===== src/rtl/pipe_pkg.sv =====
// rtl/pipe_pkg.sv - shared types and helpers for the elastic skid pipeline stage
package pipe_pkg;

    // Width of the exception bundle carried next to every payload.
    localparam int EXC_W = 6;

    typedef logic [EXC_W-1:0] ExceptinPipeType;

    // Slot occupancy: EMPTY (nothing held), BUSY (main only), FULL (main + skid).
    typedef enum logic [1:0] {
        EMPTY = 2'd0,
        BUSY  = 2'd1,
        FULL  = 2'd2
    } skid_state_t;

    // Saturating increment for the 32-bit performance counters.
    function automatic logic [31:0] sat_inc(input logic [31:0] v);
        return (v == 32'hFFFF_FFFF) ? v : v + 32'd1;
    endfunction

endpackage


===== src/rtl/pipe_skid_slot.sv =====
// rtl/pipe_skid_slot.sv - one skid slot: main/skid registers behind a valid/ready handshake
//
// Ports:
//   clk, rst        clock (rising edge) and synchronous active-high reset
//   flush           drop every held entry on the next edge; input in this cycle is ignored
//   in_valid/ready  upstream handshake; in_ready is a flop, independent of out_ready
//   in_data         payload entering the slot
//   out_valid/ready downstream handshake
//   out_data        payload from the main register
module pipe_skid_slot #(
    parameter int W = 38
) (
    input  logic         clk,
    input  logic         rst,
    input  logic         flush,
    input  logic         in_valid,
    output logic         in_ready,
    input  logic [W-1:0] in_data,
    output logic         out_valid,
    input  logic         out_ready,
    output logic [W-1:0] out_data
);
    import pipe_pkg::*;

    skid_state_t  state_q, state_d;
    logic [W-1:0] main_q, main_d;
    logic [W-1:0] skid_q, skid_d;
    logic         ready_q;
    logic         accept;
    logic         drain;

    assign out_valid = (state_q != EMPTY);
    assign out_data  = main_q;
    assign in_ready  = ready_q;

    // The flush cycle never captures new input; an outgoing transfer still happens.
    assign accept = in_valid && ready_q && !flush;
    assign drain  = out_valid && out_ready;

    always_comb begin
        state_d = state_q;
        main_d  = main_q;
        skid_d  = skid_q;
        case (state_q)
            EMPTY: begin
                if (accept) begin
                    state_d = BUSY;
                    main_d  = in_data;
                end
            end
            BUSY: begin
                if (accept && !drain) begin
                    state_d = FULL;
                    skid_d  = in_data;
                end else if (accept && drain) begin
                    main_d = in_data;
                end else if (drain) begin
                    state_d = EMPTY;
                end
            end
            FULL: begin
                // ready_q is low here, so accept cannot be set alongside drain.
                if (drain) begin
                    state_d = BUSY;
                    main_d  = skid_q;
                end
            end
            default: state_d = EMPTY;
        endcase
        if (flush) begin
            state_d = EMPTY;
        end
    end

    always_ff @(posedge clk) begin
        if (rst) begin
            state_q <= EMPTY;
            main_q  <= '0;
            skid_q  <= '0;
            ready_q <= 1'b1;
        end else begin
            state_q <= state_d;
            main_q  <= main_d;
            skid_q  <= skid_d;
            // Registered copy of (state != FULL), so it tracks state_q exactly.
            ready_q <= (state_d != FULL);
        end
    end

endmodule


===== src/rtl/pipe_skid_stage.sv =====
// rtl/pipe_skid_stage.sv - elastic pipeline register built from a chain of skid slots
//
// Optional feature macro: PIPE_SKID_PERF_EN (enables stall_cnt / bubble_cnt counters).
// Ports:
//   clk, rst, flush       clock, synchronous active-high reset, synchronous kill
//   in_valid/ready/data/exc   upstream payload handshake
//   out_valid/ready/data/exc  downstream payload handshake
//   stall_cnt             cycles with out_valid=1 and out_ready=0 (0 when perf disabled)
//   bubble_cnt            cycles with out_valid=0 (0 when perf disabled)
module pipe_skid_stage #(
    parameter int DATA_W = 32,
    parameter int EXC_W  = pipe_pkg::EXC_W,
    parameter int STAGES = 1
) (
    input  logic              clk,
    input  logic              rst,
    input  logic              flush,
    input  logic              in_valid,
    output logic              in_ready,
    input  logic [DATA_W-1:0] in_data,
    input  logic [EXC_W-1:0]  in_exc,
    output logic              out_valid,
    input  logic              out_ready,
    output logic [DATA_W-1:0] out_data,
    output logic [EXC_W-1:0]  out_exc,
    output logic [31:0]       stall_cnt,
    output logic [31:0]       bubble_cnt
);
    import pipe_pkg::*;

    localparam int W = DATA_W + EXC_W;

    // link index k is the boundary in front of slot k; index STAGES is the stage output.
    logic [STAGES:0]        link_valid;
    logic [STAGES:0]        link_ready;
    logic [STAGES:0][W-1:0] link_data;

    assign link_valid[0]      = in_valid;
    assign link_data[0]       = {in_exc, in_data};
    assign in_ready           = link_ready[0];
    assign link_ready[STAGES] = out_ready;
    assign out_valid          = link_valid[STAGES];
    assign {out_exc, out_data} = link_data[STAGES];

    for (genvar g = 0; g < STAGES; g++) begin : g_slot
        pipe_skid_slot #(
            .W (W)
        ) u_slot (
            .clk       (clk),
            .rst       (rst),
            .flush     (flush),
            .in_valid  (link_valid[g]),
            .in_ready  (link_ready[g]),
            .in_data   (link_data[g]),
            .out_valid (link_valid[g+1]),
            .out_ready (link_ready[g+1]),
            .out_data  (link_data[g+1])
        );
    end

`ifdef PIPE_SKID_PERF_EN
    logic [31:0] stall_q, stall_d;
    logic [31:0] bubble_q, bubble_d;

    always_comb begin
        stall_d  = stall_q;
        bubble_d = bubble_q;
        if (out_valid && !out_ready) begin
            stall_d = sat_inc(stall_q);
        end
        if (!out_valid) begin
            bubble_d = sat_inc(bubble_q);
        end
    end

    // Only reset clears the counters; flush leaves them running.
    always_ff @(posedge clk) begin
        if (rst) begin
            stall_q  <= '0;
            bubble_q <= '0;
        end else begin
            stall_q  <= stall_d;
            bubble_q <= bubble_d;
        end
    end

    assign stall_cnt  = stall_q;
    assign bubble_cnt = bubble_q;
`else
    assign stall_cnt  = 32'h0;
    assign bubble_cnt = 32'h0;
`endif

endmodule


===== config.mk =====
export PLATFORM = sky130hd
export DESIGN_NAME = pipe_skid_stage
export DESIGN_NICKNAME = d
export VERILOG_FILES = /design/src/rtl/pipe_pkg.sv /design/src/rtl/pipe_skid_slot.sv /design/src/rtl/pipe_skid_stage.sv
export SDC_FILE = /design/constraint.sdc
export NUM_CORES = 1
export LEC_CHECK = 0
export BUFFER_PORTS_ARGS = -buffer_cell sky130_fd_sc_hd__buf_2
export CAP_MARGIN = 0
export CORE_UTILIZATION = 40
export CTS_CLUSTER_DIAMETER = 50
export DETAILED_ROUTE_END_ITERATION = 8
export HOLD_SLACK_MARGIN = 0.1
export PLACE_DENSITY = 0.77
export SLEW_MARGIN = 20
export SYNTH_ARGS = -nofsm -noshare
export SYNTH_HDL_FRONTEND = slang
export SYNTH_SLANG_ARGS = --single-unit

===== constraint.sdc =====
create_clock -name clk -period 3 [get_ports clk]
set_input_delay 0.9 -clock clk [delete_from_list [all_inputs] [get_ports clk]]
set_output_delay 0.9 -clock clk [all_outputs]
set_load 0.005 [all_outputs]

## After elaboration in Yosys (flattened, before gate mapping)

Index checks and enable logic that the tools add are counted.

- Input bits: 43
- Bits in registers: 79
- Logic and storage cells: 35
- Output and inout port bits: 104

- Reduce and logical (&&, ||, !) cells: 12
- Mux-type cells: 12
- Equal/unequal tests: 7

Operator list:

| operator | count |
|---|---|
| 38-bit two-way mux | 4 |
| 38-bit one-hot mux with 3 select lines | 1 |
| 2-bit two-way mux | 6 |
| 2-bit by 1-bit != test with 1-bit output, second input constant | 3 |
| 2-bit one-hot mux with 3 select lines | 1 |
| 1-bit logical AND | 5 |
| 5-bit AND reduction | 1 |
| 2-bit != test, second input constant | 2 |
| 3-bit nonzero test | 1 |
| 2-bit by 1-bit equality test with 1-bit output, second input constant | 1 |
| 2-bit equality test, second input constant | 1 |
| 1-bit zero test | 2 |
| 2-bit zero test | 1 |
| 2-bit AND reduction | 1 |
| 2-bit nonzero test | 1 |

## Longest topological paths before layout

Gate-level depths: netlist of run 1.

- Depth after elaboration: 8
- Depth in mapped cells: 7
- Mapped depth without buffers: 4

## By module

From an unflattened synthesis of run 1, not the netlist that was laid out.

- Cell total of the unflattened synthesis: 422
- Area total of the unflattened synthesis: 3554.7 um2

By module, submodules not included:

| module | instances | cells an instance | sequential area each (um2) | area each (um2) |
|---|---|---|---|---|
| pipe_skid_slot | 1 | 357 | 1581.5 | 3070.4 |
| pipe_skid_stage | 1 | 65 | 0.0 | 484.2 |

## Least setup slack after synthesis of run 1

Ideal clock, no wire load.

- Path kind: input port to flip-flop
- Start point: input flush
- End point: register g_slot[0].u_slot.skid_q[17]
- Stages on the path: 6
- Data required time: 2.868 ns
- Buffers on the path: 2
- Arrival time: 1.777 ns
- Library setup time: 0.132 ns
- Setup slack: 1.091 ns
- Path through: nand4bb_1 > or2_1 > buf_2 > buf_2 > nand2_1 > a21oi_1

- Longest elaborated chain between the ends: 4

Ends and longest elaborated chain:

| item | RTL line | text |
|---|---|---|
| from (decl) | pipe_skid_stage.sv:17 | `input logic flush,` |
| 1-bit zero test | pipe_skid_slot.sv:37 | `assign accept = in_valid && ready_q && !flush;` |
| 1-bit logical AND | pipe_skid_slot.sv:37 |  |
| 1-bit logical AND | pipe_skid_slot.sv:52 | `if (accept && !drain) begin` |
| 2-bit AND reduction (no source line) | - |  |
| to (signal assigned) | pipe_skid_slot.sv:84 | `skid_q <= skid_d;` |
| to (decl) | pipe_skid_slot.sv:27 | `logic [W-1:0] skid_q, skid_d;` |

Every way passes these cells.
A chain may end at the register's enable or synchronous reset.

## Worst setup path after layout of run 1

- Start point: register g_slot[0].u_slot.state_q[0]
- End point: output out_valid

- Longest elaborated chain between the ends: 1

Ends and longest elaborated chain:

| item | RTL line | text |
|---|---|---|
| from (decl) | pipe_skid_slot.sv:25 | `skid_state_t state_q, state_d;` |
| from (signal assigned) | pipe_skid_slot.sv:82 | `state_q <= state_d;` |
| 2-bit nonzero test | pipe_skid_slot.sv:32 | `assign out_valid = (state_q != EMPTY);` |
| to (decl) | pipe_skid_stage.sv:22 | `output logic out_valid,` |

Every way passes these cells.

==> results of run 1 <==
==> final timing paths <==
path	start	to	slack, ns
min	g_slot[0].u_slot.skid_q[12]	g_slot[0].u_slot.skid_q[12]	0.45
min reg2reg	g_slot[0].u_slot.skid_q[12]	g_slot[0].u_slot.skid_q[12]	0.45
max reg2reg	g_slot[0].u_slot.state_q[1]	g_slot[0].u_slot.out_data[16]	1.20
max	g_slot[0].u_slot.state_q[0]	out_valid	0.93
==> Yosys cell counts, types with 2 or more instances <==
cell	n	share of area [%]
dfxtp_1	79	42
nand2_1	77	7.7
buf_4	64	13
nor2_1	41	4.1
a21oi_1	40	5.3
mux2i_1	38	10
mux2_1	30	9.0
buf_2	12	1.6
clkbuf_1	11	1.1
mux2_2	8	2.4
buf_6	3	0.90
nor2b_1	2	0.33
==> per-stage QoR <==
step	cells	utilization (%)	total power, mW	hold WS (ns)
6_report	602	47.1	2.06	0.454
3_3_place_gp	586	44.9	1.33	0.440
3_5_place_dp	586	44.9	1.33	0.444
2_1_floorplan	479	-	1.31	0.433
4_1_cts	602	47.1	2.10	0.455
5_1_grt	602	47.1	2.17	0.475
==> registers in the layout, summed over array words and instances, names as in the netlist <==
signal / cells
g_slot.u_slot.in_ready: 1
g_slot.u_slot.state_q: 2
g_slot.u_slot.out_data: 38
g_slot.u_slot.skid_q: 38
==> critical path, delay by kind of cell, from the launching register on <==
family	cells	cell delay, ns
and+or+nand+nor	1	0.31
DFF	1	0.38
buffers and inverters	1	0.14
==> power breakdown <==
group,total [mW],internal (mW),switching (mW)
clock,0.754,0.382,0.372
combinational,0.213,0.0982,0.115
sequential,1.10,1.08,0.0159
==> cell type report <==
cell class                      count  area share (%)
Timing Repair Buffer               89            11.4
Multi-Input combinational cell    310            43.1
Sequential cell                    79            37.8
Clock inverter                      6            1.46
Clock buffer                       10            3.05
Tap cell                          108            3.23
==> cells by family (layout without fill, tap and decap cells) <==
group	after synthesis	after routing	synth area share, %
and+or+nand+nor	126	126	13.3
buffers and inverters	90	105	16.4
DFF	79	79	42.2
muxes	76	76	21.6
AOI/OAI and AO/OA	44	44	6.28
other	1	64	0.100
==> routing by layer <==
metal  track usage [%]  up-vias
li1                  -     1381
met2              26.0      109
met4              6.20        0
met1              17.5     1272
met3              3.55        9
met5                 0        -
==> placed cells by master (no fill, tap or decap), types with 3 or more instances in the layout <==
master / Yosys / layout
a21oi_1: 40 / 40
clkinv_2: 0 / 3
conb_1: 1 / 64
buf_4: 64 / 6
nor2_1: 41 / 40
nand2_1: 77 / 77
mux2i_1: 38 / 38
mux2_2: 8 / 8
buf_2: 12 / 82
clkbuf_8: 0 / 9
dfxtp_1: 79 / 79
mux2_1: 30 / 30
==> impl_metrics.yaml, run 1 <==
finish:
  fin_nets: 532
  antenna_cells: 0
  drive_gt1_share_pct: 23.5
  fin_area_mm2: 0.00419
  multi_input_area_mm2: 0.00180
  ff_latch_area_mm2: 0.00158
  syn_to_final_growth_pct: 11.8
  nFillCells: 869
synth:
  ys_types: 23
  synthesis.area_mm2: 0.00374
  synth.avg_cell_area_um2: 9.00
  yosysWarnings: 0
  ys_seq_area_share_pct: 42.2
  synthArstFlopShare_pct: 0
  synth_edf_count: 0
  synthCells: 416
  ys_ff_latch: 79
  ys_dominant_reg_cell: "dfxtp_1"
power_and_ir_drop:
  irDropWorstVdd_mv: 0.234
  leakage_nw: 2.00
  power.density_mw_per_mm2: 493
critical_path:
  critPathRequiredTime_ns: 2.10
  crit_type: "flip-flop to output pin"
  cp_cell_sequence: "or2_2, buf_2"
  cp-start-kind: "flip-flop"
  cp_max_fo: 6
  crit_slowest_cell: "dfxtp_1"
  setup.worst_path.end_class: "output pin"
  worstRegToRegCells: 5
  slowest_delay_ns: 0.38
  worstPathArrival_ns: 1.17
drt:
  wl_mm: 7.03
  initialDrtViolationCount: 67
  met1Wirelength_mm: 3.08
  num_vias: 2771
  drc_errors: 0
  met3_length_um: 406
  route.met2.wl_mm: 3.45
  route.antenna.remaining_nets: 0
  highest_layer: "met4"
  drt-pass1-iter-count: 4
  wl_per_cell_um: 11.7
  via_per_inst: 4.60
timing:
  slew_viol_final: 0
  slew_headroom_pct: 34.4
  setup_viol: 0
  skew_ns: 0.0134
  fmax_mhz: 483
  fin_crit_ns: 2.07
  finalCritPeriodShare_pct: 69.1
  finalSetupTns_ns: 0
  setup_ws_ns: 0.928
  worstMarginPinSlew_ns: 0.984
  hold_violations: 0
  grt_setup_unrepaired: "no"
floorplan:
  dieArea_mm2: 0.00975
  coreArea_mm2: 0.00889
  die_height_um: 98.7
  num_io_pins: 147
  start_util_pct: 42.1
  num_rows: 34
  die_w_um: 98.7
clock_tree:
  postCtsSetupRepairBufs: 0
  cts_tree: "built"
  cts-root-buf: "clkbuf_8"
  postCtsResizedCells: 0
  h-tree-depth: 3
  clkSinkCount: 79
  cts.clk_slew.worst_paths_ns: 0.08
  clk_latency_ns: 0.34
  cts_buffers: 9
  hold_buffers: 0
  cts_max_path_buffers: 2
place:
  gp_congestion: 0.709
  pre_cts_ws_ns: 0.748
  dp_hpwl_mm: 4.86
  io_buffers: 82
  place_area_mm2: 0.00400
global_routing:
  grt_overflow: 0
  grt_pass1_wl_mm: 11.6
  antenna_found_initial: 0
  grt_max_degree: 57
  grt_pass1_vias: 2515
  track_usage_pct: 14.9
run_status:
  status: "finished, final reports clean"
job:
  cap_violations: 0
min_path:
  holdPathStages: 2
  hold_path_class: "flip-flop to flip-flop"
Note: power is estimated with default switching activity, not from simulation.
==> run 2, diff against run 1 <==
PLACE_DENSITY = 0.79   (was 0.77)
clock period = 1.9 ns   (was 3 ns; I/O delays follow)
==> impl_metrics.yaml, run 2 (same netlist as run 1, synthesis figures left out) <==
timing:
  finalSetupTns_ns: 0
  hold_violations: 0
  skew_ns: 0.0113
  grt_setup_unrepaired: "no"
  setup_viol: 0
  slew_viol_final: 0
  hold_slack_ns: 0.455
  fin_crit_ns: 1.74
  finalCritPeriodShare_pct: 91.5
  setup_ws_ns: 0.162
  fmax_mhz: 575
clock_tree:
  clkSinkCount: 79
  postCtsSetupRepairBufs: 0
  cts.clk_slew.worst_paths_ns: 0.09
  cts_buffers: 9
  h-tree-depth: 3
  cts-root-buf: "clkbuf_8"
  hold_buffers: 0
  clk_latency_ns: 0.34
  cts_tree: "built"
  postCtsResizedCells: 0
  cts_max_path_buffers: 2
place:
  pre_cts_ws_ns: 0.0447
  place_area_mm2: 0.00404
  gp_congestion: 0.710
  io_buffers: 82
  dp_hpwl_mm: 5.49
global_routing:
  grt_pass1_wl_mm: 12.9
  grt_overflow: 0
  antenna_found_initial: 0
  grt_pass1_vias: 2802
  grt_max_degree: 39
  track_usage_pct: 16.6
finish:
  syn_to_final_growth_pct: 13.9
  drive_gt1_share_pct: 24.3
  fin_nets: 536
  fin_area_mm2: 0.00426
  nFillCells: 863
  final_common_cell: "buf_2"
  final_cell_mix: "buf_2 (82), dfxtp_1 (79), nand2_1 (77)"
  antenna_cells: 0
critical_path:
  cp_cell_sequence: "or2_2, buf_2"
  slowest_delay_ns: 0.38
  worstPathArrival_ns: 1.17
  rr_startpoint: "g_slot[0].u_slot.state_q[1]"
  crit_type: "flip-flop to output pin"
  setup.worst_path.end_class: "output pin"
  critPathRequiredTime_ns: 1.33
  cp-start-kind: "flip-flop"
  path_delay_family: "flip-flops"
  crit_slowest_cell: "dfxtp_1"
  worstRegToRegCells: 5
  regToRegEndpoint: "g_slot[0].u_slot.out_data[37]"
  cp_max_fo: 6
  critPathBufInv: 1
  r2r_slack_ns: 0.22
floorplan:
  start_util_pct: 42.1
  coreArea_mm2: 0.00889
  die_w_um: 98.7
  dieArea_mm2: 0.00975
  die_height_um: 98.7
  num_rows: 34
  num_io_pins: 147
drt:
  drc_errors: 0
  route.antenna.remaining_nets: 0
  num_vias: 2825
  drt-pass1-iter-count: 4
  initialDrtViolationCount: 67
  wl_per_cell_um: 12.9
  wl_mm: 7.84
  via_per_inst: 4.66
power_and_ir_drop:
  p_clk_share_pct: 39.5
  sw_frac_of_total_pct: 24.2
  irDropWorstVdd_mv: 0.441
  p_seq_share_pct: 50.3
  power.switching_mw: 0.832
  internal_power_mw: 2.61
  power.density_mw_per_mm2: 807
  power_frac_comb_pct: 10.2
  leakage_nw: 2.04
job:
  cap_violations: 0
min_path:
  whs_endpoint: "g_slot[0].u_slot.skid_q[11]"
  worstHoldStart: "g_slot[0].u_slot.skid_q[11]"
  holdPathStages: 2
  hold_path_class: "flip-flop to flip-flop"
run_status:
  status: "finished, final reports clean"
run 2: per-layer routing:
layer  wire length [µm]  global-route usage (%)
met1               3320                    18.3
met2               4110                    30.9
met3                372                    4.89
met4                 41                    4.25
met5                  0                       0
run 2: layout make-up:
| cell class | count | area, µm² | area share [%] |
|---|---|---|---|
| well taps | 108 | 135 | 3.17 |
| flip-flops and latches | 79 | 1580 | 37.1 |
| clock buffers | 9 | 124 | 2.90 |
| clock inverters | 7 | 96.3 | 2.26 |
| repair buffers | 93 | 518 | 12.1 |
| multi-input cells | 310 | 1810 | 42.4 |
run 2: how the worst max path moves through the flow:
stage / end / cells past startpoint / slack [ns] / startpoint
floorplan: g_slot[0].u_slot.skid_q[17] / 6 / 0.32 / flush
global placement: g_slot[0].u_slot.out_data[15] / 6 / 0.11 / out_ready
detailed placement: g_slot[0].u_slot.out_data[17] / 6 / 0.04 / out_ready
CTS: out_valid / 2 / 0.13 / g_slot[0].u_slot.state_q[0]
global route: out_valid / 2 / 0.09 / g_slot[0].u_slot.state_q[0]
finish: out_valid / 2 / 0.16 / g_slot[0].u_slot.state_q[0]
run 2: power groups by stage:
stage	combinational, mW	sequential, mW	clock (mW)
2_1_floorplan	0.301	1.77	0
3_3_place_gp	0.338	1.77	0
3_5_place_dp	0.350	1.77	0
4_1_cts	0.351	1.73	1.41
5_1_grt	0.392	1.74	1.48
6_report	0.349	1.73	1.36
run 2: worst register-to-register path: cells and delay by family (launching register included):
family	cells	cell delay, ns
buffers and inverters	1	0.35
and+or+nand+nor	2	0.27
muxes	2	0.53
DFF	1	0.40
run 2: through the flow:
step,std cells,util (%),total power [mW]
3_3_place_gp,590,45.5,2.11
3_5_place_dp,590,45.5,2.12
4_1_cts,606,48.0,3.49
2_1_floorplan,479,-,2.07
6_report,606,48.0,3.44
5_1_grt,606,48.0,3.62
